[config.mk]
export PLATFORM = sky130hd
export DESIGN_NAME = ram_ctrl_dp_flat
export DESIGN_NICKNAME = d
export VERILOG_FILES = /design/src/rtl/ram_ctrl_dp_if.sv /design/src/rtl/ram_ctrl_dp.sv /design/src/flat_wrapper.sv
export SDC_FILE = /design/constraint.sdc
export NUM_CORES = 2
export LEC_CHECK = 0
export CORE_ASPECT_RATIO = 1.1
export CORE_MARGIN = 2
export CORE_UTILIZATION = 40
export CTS_BUF_LIST = sky130_fd_sc_hd__clkbuf_8
export CTS_CLUSTER_SIZE = 28
export DETAILED_ROUTE_END_ITERATION = 10
export DONT_BUFFER_PORTS = 1
export SKIP_LAST_GASP = 1
export SYNTH_ARGS = -nofsm -noshare
export SYNTH_HDL_FRONTEND = slang
export SYNTH_SLANG_ARGS = --single-unit
[constraint.sdc]
create_clock -name clk -period 16.15 [get_ports clk]
set_input_delay 3.23 -clock clk [delete_from_list [all_inputs] [get_ports clk]]
set_output_delay 3.23 -clock clk [all_outputs]
set_load 0.02 [all_outputs]
[src/rtl/ram_ctrl_dp_if.sv]
`default_nettype none
// ============================================================================
// Module  : ram_ctrl_dp_if
// Brief   : Write/read handshake bundle for the ram_ctrl_dp buffer.
// Revision: 1.0
// ============================================================================
interface ram_ctrl_dp_if #(
    parameter int DATA_WIDTH = 8,
    parameter int ADDR_WIDTH = 9
);
    logic                  wr_req;
    logic [ADDR_WIDTH-1:0] wr_addr;
    logic [DATA_WIDTH-1:0] wr_data;
    logic                  wr_rdy;
    logic                  rd_req;
    logic [ADDR_WIDTH-1:0] rd_addr;
    logic                  rd_rdy;
    logic                  rd_valid;
    logic [DATA_WIDTH-1:0] rd_data;
    logic                  addr_err;
    logic                  init_done;
    logic                  rd_parity_err;

    modport master (
        output wr_req, wr_addr, wr_data, rd_req, rd_addr,
        input  wr_rdy, rd_rdy, rd_valid, rd_data, addr_err, init_done, rd_parity_err
    );

    modport slave (
        input  wr_req, wr_addr, wr_data, rd_req, rd_addr,
        output wr_rdy, rd_rdy, rd_valid, rd_data, addr_err, init_done, rd_parity_err
    );
endinterface
`default_nettype wire

[src/rtl/ram_ctrl_dp.sv]
`default_nettype none
// ============================================================================
// Module  : ram_ctrl_dp
// Brief   : Simple-dual-port RAM, valid/ready ports, post-reset clear sweep,
//           write-first forwarding. Optional stored parity: `define PARITY_EN.
// Revision: 1.0
// ============================================================================
module ram_ctrl_dp #(
    parameter int                    DATA_WIDTH   = 8,
    parameter int                    ADDR_DEPTH   = 512,
    parameter int                    ADDR_WIDTH   = (ADDR_DEPTH > 1) ? $clog2(ADDR_DEPTH) : 1,
    parameter logic [DATA_WIDTH-1:0] DEFAULT_DATA = '0
) (
    input  logic         clk,
    input  logic         rst,
    ram_ctrl_dp_if.slave bus
);

`ifdef PARITY_EN
    localparam int c_mem_w = DATA_WIDTH + 1;
`else
    localparam int c_mem_w = DATA_WIDTH;
`endif
    localparam logic [ADDR_WIDTH:0]   c_depth = (ADDR_WIDTH+1)'(ADDR_DEPTH);
    localparam logic [ADDR_WIDTH-1:0] c_last  = ADDR_WIDTH'(ADDR_DEPTH - 1);

    typedef enum logic [0:0] {
        S_CLEAR = 1'b0,
        S_RUN   = 1'b1
    } state_t;

    state_t                r_state;
    state_t                w_state_nxt;
    logic [ADDR_WIDTH-1:0] r_clr_cnt;
    logic [ADDR_WIDTH-1:0] w_clr_cnt_nxt;

    logic [c_mem_w-1:0]    r_mem [ADDR_DEPTH];

    logic                  w_run;
    logic                  w_wr_acc;
    logic                  w_rd_acc;
    logic                  w_wr_oor;
    logic                  w_rd_oor;
    logic                  w_collide;
    logic                  w_mem_we;
    logic [ADDR_WIDTH-1:0] w_mem_waddr;
    logic [c_mem_w-1:0]    w_mem_wdata;
    logic [ADDR_WIDTH-1:0] w_mem_raddr;
    logic [c_mem_w-1:0]    w_mem_rword;
    logic [DATA_WIDTH-1:0] w_rd_data_nxt;
    logic                  w_par_err_nxt;

    logic                  r_rd_valid;
    logic [DATA_WIDTH-1:0] r_rd_data;
    logic                  r_addr_err;
    logic                  r_par_err;

    // Stored word layout: {even-parity bit, data} when parity is enabled.
    function automatic logic [c_mem_w-1:0] f_encode(input logic [DATA_WIDTH-1:0] d);
`ifdef PARITY_EN
        return {^d, d};
`else
        return d;
`endif
    endfunction

    assign w_run     = (r_state == S_RUN);
    assign w_wr_acc  = bus.wr_req & w_run;
    assign w_rd_acc  = bus.rd_req & w_run;
    assign w_wr_oor  = ({1'b0, bus.wr_addr} >= c_depth);
    assign w_rd_oor  = ({1'b0, bus.rd_addr} >= c_depth);
    assign w_collide = w_wr_acc & ~w_wr_oor & (bus.wr_addr == bus.rd_addr);

    always_ff @(posedge clk or posedge rst) begin
        if (rst) begin
            r_state   <= S_CLEAR;
            r_clr_cnt <= '0;
        end else begin
            r_state   <= w_state_nxt;
            r_clr_cnt <= w_clr_cnt_nxt;
        end
    end

    // The single array write port is shared by the clear sweep and the user port.
    always_comb begin
        w_state_nxt   = r_state;
        w_clr_cnt_nxt = r_clr_cnt;
        w_mem_we      = 1'b0;
        w_mem_waddr   = bus.wr_addr;
        w_mem_wdata   = f_encode(bus.wr_data);
        case (r_state)
            S_CLEAR: begin
                w_mem_we      = 1'b1;
                w_mem_waddr   = r_clr_cnt;
                w_mem_wdata   = f_encode(DEFAULT_DATA);
                w_clr_cnt_nxt = r_clr_cnt + 1'b1;
                if (r_clr_cnt == c_last) begin
                    w_state_nxt   = S_RUN;
                    w_clr_cnt_nxt = '0;
                end
            end
            S_RUN: begin
                w_mem_we = w_wr_acc & ~w_wr_oor;
            end
            default: begin
                w_state_nxt = S_CLEAR;
            end
        endcase
    end

    always_ff @(posedge clk) begin
        if (w_mem_we) begin
            r_mem[w_mem_waddr] <= w_mem_wdata;
        end
    end

    // Out-of-range addresses never index the array; their data is substituted below.
    assign w_mem_raddr = w_rd_oor ? '0 : bus.rd_addr;
    assign w_mem_rword = r_mem[w_mem_raddr];

    always_comb begin
        w_rd_data_nxt = w_mem_rword[DATA_WIDTH-1:0];
        w_par_err_nxt = 1'b0;
        if (w_rd_oor) begin
            w_rd_data_nxt = DEFAULT_DATA;
        end else if (w_collide) begin
            w_rd_data_nxt = bus.wr_data;
        end
`ifdef PARITY_EN
        w_par_err_nxt = ~w_rd_oor & ~w_collide &
                        (w_mem_rword[DATA_WIDTH] ^ (^w_mem_rword[DATA_WIDTH-1:0]));
`endif
    end

    always_ff @(posedge clk or posedge rst) begin
        if (rst) begin
            r_rd_valid <= 1'b0;
            r_rd_data  <= DEFAULT_DATA;
            r_addr_err <= 1'b0;
            r_par_err  <= 1'b0;
        end else begin
            r_rd_valid <= w_rd_acc;
            r_addr_err <= (w_wr_acc & w_wr_oor) | (w_rd_acc & w_rd_oor);
            r_par_err  <= w_rd_acc & w_par_err_nxt;
            if (w_rd_acc) begin
                r_rd_data <= w_rd_data_nxt;
            end
        end
    end

    assign bus.wr_rdy        = w_run;
    assign bus.rd_rdy        = w_run;
    assign bus.init_done     = w_run;
    assign bus.rd_valid      = r_rd_valid;
    assign bus.rd_data       = r_rd_data;
    assign bus.addr_err      = r_addr_err;
    assign bus.rd_parity_err = r_par_err;

endmodule
`default_nettype wire

[src/flat_wrapper.sv]
// flat-port wrapper written by rule: the top's interface ports become plain ports
module ram_ctrl_dp_flat 
#(
    parameter int                    DATA_WIDTH   = 8,
    parameter int                    ADDR_DEPTH   = 512,
    parameter int                    ADDR_WIDTH   = (ADDR_DEPTH > 1) ? $clog2(ADDR_DEPTH) : 1,
    parameter logic [DATA_WIDTH-1:0] DEFAULT_DATA = '0
)
  (clk, rst, bus_wr_req, bus_wr_addr, bus_wr_data, bus_rd_req, bus_rd_addr, bus_wr_rdy, bus_rd_rdy, bus_rd_valid, bus_rd_data, bus_addr_err, bus_init_done, bus_rd_parity_err);
  ram_ctrl_dp_if #(.DATA_WIDTH(DATA_WIDTH), .ADDR_WIDTH(ADDR_WIDTH)) bus_i ();
  input  logic clk;
  input  logic rst;
  input wire logic [$bits(bus_i.wr_req)-1:0] bus_wr_req;
  input wire logic [$bits(bus_i.wr_addr)-1:0] bus_wr_addr;
  input wire logic [$bits(bus_i.wr_data)-1:0] bus_wr_data;
  input wire logic [$bits(bus_i.rd_req)-1:0] bus_rd_req;
  input wire logic [$bits(bus_i.rd_addr)-1:0] bus_rd_addr;
  output wire logic [$bits(bus_i.wr_rdy)-1:0] bus_wr_rdy;
  output wire logic [$bits(bus_i.rd_rdy)-1:0] bus_rd_rdy;
  output wire logic [$bits(bus_i.rd_valid)-1:0] bus_rd_valid;
  output wire logic [$bits(bus_i.rd_data)-1:0] bus_rd_data;
  output wire logic [$bits(bus_i.addr_err)-1:0] bus_addr_err;
  output wire logic [$bits(bus_i.init_done)-1:0] bus_init_done;
  output wire logic [$bits(bus_i.rd_parity_err)-1:0] bus_rd_parity_err;
  assign bus_i.wr_req = bus_wr_req;
  assign bus_i.wr_addr = bus_wr_addr;
  assign bus_i.wr_data = bus_wr_data;
  assign bus_i.rd_req = bus_rd_req;
  assign bus_i.rd_addr = bus_rd_addr;
  assign bus_wr_rdy = bus_i.wr_rdy;
  assign bus_rd_rdy = bus_i.rd_rdy;
  assign bus_rd_valid = bus_i.rd_valid;
  assign bus_rd_data = bus_i.rd_data;
  assign bus_addr_err = bus_i.addr_err;
  assign bus_init_done = bus_i.init_done;
  assign bus_rd_parity_err = bus_i.rd_parity_err;
  ram_ctrl_dp #(.DATA_WIDTH(DATA_WIDTH), .ADDR_DEPTH(ADDR_DEPTH), .ADDR_WIDTH(ADDR_WIDTH), .DEFAULT_DATA(DEFAULT_DATA)) u_core (.clk(clk), .rst(rst), .bus(bus_i));
endmodule
### Word level (Yosys, flattened, before mapping)

Memory sizes are Yosys's and may differ from the RTL's. A register that Yosys moved wholly into a read port is not among the register bits.
Cells that the tools add are included.

| storage, ports and cells | value |
|---|---|
| register bits | 11 |
| bits in writable memories | 4,096 |
| logic and storage cells | 17 |
| memories kept | 1 |

| operators by class | value |
|---|---|
| add/subtract/negate cells | 1 |
| equal/unequal tests | 1 |
| muxes and demuxes | 8 |
| bitwise operators | 3 |

Memory list:

| name | words | width | rd ports | clocked after memory_dff | wr ports | line | RTL |
|---|---|---|---|---|---|---|---|
| u_core.r_mem | 512 | 8 | 1 | 1 | 1 | ram_ctrl_dp.sv:37 | `logic [c_mem_w-1:0] r_mem [ADDR_DEPTH];` |

Operators by type and width:

| cell | count |
|---|---|
| $mux W9 | 2 |
| $add A9 B1 Y9 const B | 1 |
| $eq A9 B9 Y1 const B | 1 |
| $mux W8 | 1 |
| $mux W1 | 4 |
| $and A1 B1 Y1 | 2 |
| $pmux W1 S2 | 1 |
| $not A1 Y1 | 1 |

### Longest topological paths before layout

| depth | value |
|---|---|
| word-level depth | 4 |
| mapped depth | 16 |
| mapped depth without buffers | 8 |

### Least setup slack after synthesis

OpenSTA, ideal clock, no wires.

| timing | value |
|---|---|
| kind | input -> register |
| start | in bus_wr_data[0] |
| end | mem u_core.r_mem[0][0] in the netlist's numbering (data pin) |
| arrival time | 9,597 ps |
| data required time | 14,617 ps |
| slack | 5,020 ps |
| stages on the path | 1 |
| buffers on the path | 0 |
| cells stage by stage | and2_1 |

| between the ends | value |
|---|---|
| longest elaborated chain between the ends | 1 |

Ends and longest elaborated chain:

| item | line | RTL |
|---|---|---|
| start, declared | flat_wrapper.sv:15 | `input wire logic [$bits(bus_i.wr_data)-1:0] bus_wr_data;` |
| $mux W8 | ram_ctrl_dp.sv:91 | `case (r_state)` |
| end, declared | ram_ctrl_dp.sv:37 |  |

Every way passes these cells.

==> out/results.txt <==
Seq cells post-synth: 4115
Die width: 611 µm
CTS H-Tree Depth: 6
Post-synthesis sequential area ratio: 0.763
RePlAce Congestion: 0.848
Synthesized area per cell: 20.9 µm²
M3 GR Usage: 0.0395
Area contributors post-synth: edfxtp_1 76%, mux4_2 9.6%, mux2i_1 2.8%, mux4_1 2.8%, nor2_1 1.3%
Core Rows: 245
Detail Route Antenna Nets: 0
Synth Area in Adders: 0.000155
Worst path arrival time: 9.00 ns
Final HPWL DP: 256000 µm
Grt total ovfl: 0
Initial antenna violation count: 26
# IOs: 44
Worst VDD drop: 0.0660 mV
Global-route wire length before repair: 612000 µm
Most frequent cells after synthesis: 4096 x edfxtp_1, 691 x mux4_2, 581 x nor2_1, 461 x mux2i_1, 190 x nand2_1
Final setup fails: 0
Async SR Flop Fraction: 0.00462
DR WL/cell: 31.5 µm
CTS tree: yes
P&R area growth vs syn: 9.91%
Layout cells sized above 1: 0.198
Die height: 671 µm
Hold Vio Cnt, Final: 0
Max-Cap Viols: 0
GRT busiest layer: met2
Nets: 8046
Power density cells: 113 nW/µm²
CP Launch Type: primary input
Filler Cell Count: 34100
Initial DRT Pass Iterations: 8
R2R depth: 4
GRT Util Overall: 0.208
Leakage Power: 0.0454 µW
Total Negative Setup Slacks: 0 ns
Finished Cell Area: 178000 µm²
Core Region: 404000 µm²
Starting Density: 0.401
Most common cell in the netlist: edfxtp_1
Clock buffer depth: 4
Simple-gate share of the synthesized area: 0.0260
DR iter-0 viols: 9280
Critical path peak fanout: 188
Max_slew headroom: 0.0696
Clock Skews: 0.121 ns
Hold/Removal Path Class: flip-flop to flip-flop
Synth Instances: 7741
Tcrit/Tclk final: 0.492
Clk sinks: 4115
Min cycle time layout: 7.94 ns
Port Buffers: 0
Vias in the first global route: 81400
WS Path Type: primary input to flip-flop
Cts hold-fix bufs: 0
CTS clock-pin slew for the worst setup and hold paths: 0.06 ns
Max Freq: 0.126 GHz
Die area: 410000 µm²
Post_cts resized: 0
DR vias/cell: 5.83
Met1 usage in global routing: 0.269
Via count: 80600
Synth Cell Area: 162000 µm²
Post-Synth XOR/XNOR Area: 0.000649
Clk Latency, worst-skew pair: 1.14 ns
CP Capture Type: flip-flop
Largest family of logic cells by synthesized area: multiplexers
Total power: 20000 µW
Root buffer cell: clkbuf_8
Number of buffers created by CTS: 630
Primary FF master, synth: edfxtp_1
Largest area contributor in the netlist: edfxtp_1
Status: finished clean
Synth Area in Compound Gates: 0.0329
Finished Core Util: 0.440
Post-synth EDFFs: 4096
Worst hold stages: 1
Synth Warn #: 0
Postcts setup bufs: 0
Post-Route WL: 436000 µm
FF-to-FF setup slack: 11.46 ns
Max-slew violation count: 0
Worst Path Required: 17.21 ns
Largest net degree at the start of global routing: 255
Distinct cells, synth: 81
Met2 global-route usage: 0.345
Placement Cell Area: 166000 µm²
Post-synthesis mux area share: 0.154
RSZ-0062 raised after global routing: no
Top cell type's share of synthesized area: 0.760
# DRC: 0
Worst-Margin Slew: 1.39 ns
## routing by layer
| layer | vias up | part of all wire |
|---|---|---|
| met5 | - | 0.00011 |
| met2 | 3654 | 0.49 |
| met1 | 43100 | 0.39 |
| met3 | 803 | 0.077 |
| met4 | 6 | 0.046 |
| li1 | 33000 | - |
## through the flow
| stage | setup WS (ns) | hold slack (ns) | instances |
|---|---|---|---|
| floorplan | 5.02 | 0.527 | 7742 |
| global placement | 6.14 | 0.540 | 12700 |
| detailed placement | 7.32 | 0.559 | 12700 |
| CTS | 8.48 | 0.573 | 13800 |
| global route | 8.08 | 0.601 | 13800 |
| finish | 8.21 | 0.571 | 13800 |
## area by class of cell
cell class | instances | area (µm²) | area share
Sequential cell | 4115 | 123000 | 0.694
Multi-Input combinational cell | 3119 | 34900 | 0.196
Clock buffer | 647 | 8900 | 0.0500
Tap cell | 5310 | 6640 | 0.0373
Clock inverter | 470 | 2490 | 0.0140
Timing Repair Buffer | 134 | 1410 | 0.00792
Inverter | 14 | 60.1 | 0.000337
Antenna cell | 20 | 50.0 | 0.000281
## flip-flops by register name, summed over array words and instances (netlist names)
register / cells
u_core.r_clr_cnt: 9
u_core.r_mem: 4096
u_core.bus.rd_data: 8
u_core.bus.init_done: 1
u_core.bus.rd_valid: 1
## power breakdown
part	leakage [µW]	switching (µW)	internal (µW)
clock	0.00657	4030	3970
sequential	0.0285	0	11600
combinational	0.0103	311	175
## cells in the final DEF, fill, tap and decap left out, types with 13 or more instances in the layout
cell,instances
nand2_1,173
buf_4,110
nor2_1,578
nand2_4,16
a211oi_1,75
nor3_1,52
mux2i_1,461
inv_1,205
edfxtp_1,4096
o22ai_1,171
nand2b_1,13
clkinv_2,74
nand4_1,14
mux4_2,691
mux2_2,19
or3_1,14
a22oi_1,65
a2111oi_0,40
dfrtp_1,18
o221ai_1,84
diode_2,20
nor4_1,21
clkinv_1,148
a22o_1,14
o21ai_1,21
mux4_1,175
bufinv_16,14
buf_16,15
o21ai_0,62
nor2b_1,14
a21oi_1,123
clkbuf_8,647
a31oi_1,13
nand3_1,26
## cell families after synthesis
kind of cell             count (synthesis)
flip-flops                            4115
multiplexers                          1346
AND/OR/NAND/NOR                        989
AO/OA/AOI/OAI                          768
buffers and inverters                  508
XOR/XNOR                                12
adder cells (fa/ha/maj)                  2
other                                    1
## final timing paths
path,start,endpoint
max,bus_rd_addr[1],u_core.bus.rd_data[2]
min,u_core.r_clr_cnt[8],u_core.r_clr_cnt[8]
max reg2reg,u_core.bus.init_done,u_core.r_mem[131][3]
min reg2reg,u_core.r_clr_cnt[8],u_core.r_clr_cnt[8]
max in group asynchronous,rst,u_core.bus.init_done
min in group asynchronous,rst,u_core.bus.rd_data[6]
## critical path: stages
cell	delay, ns
buf_16	0.37
buf_16	0.42
buf_16	0.65
buf_16	0.90
mux4_2	0.44
nand2_1	0.07
a21oi_1	0.18
a2111oi_0	0.12
nor4_1	0.77
nor3_1	0.08
or4_1	0.74
o21ai_1	0.20
(Power assumes the default switching activity.)
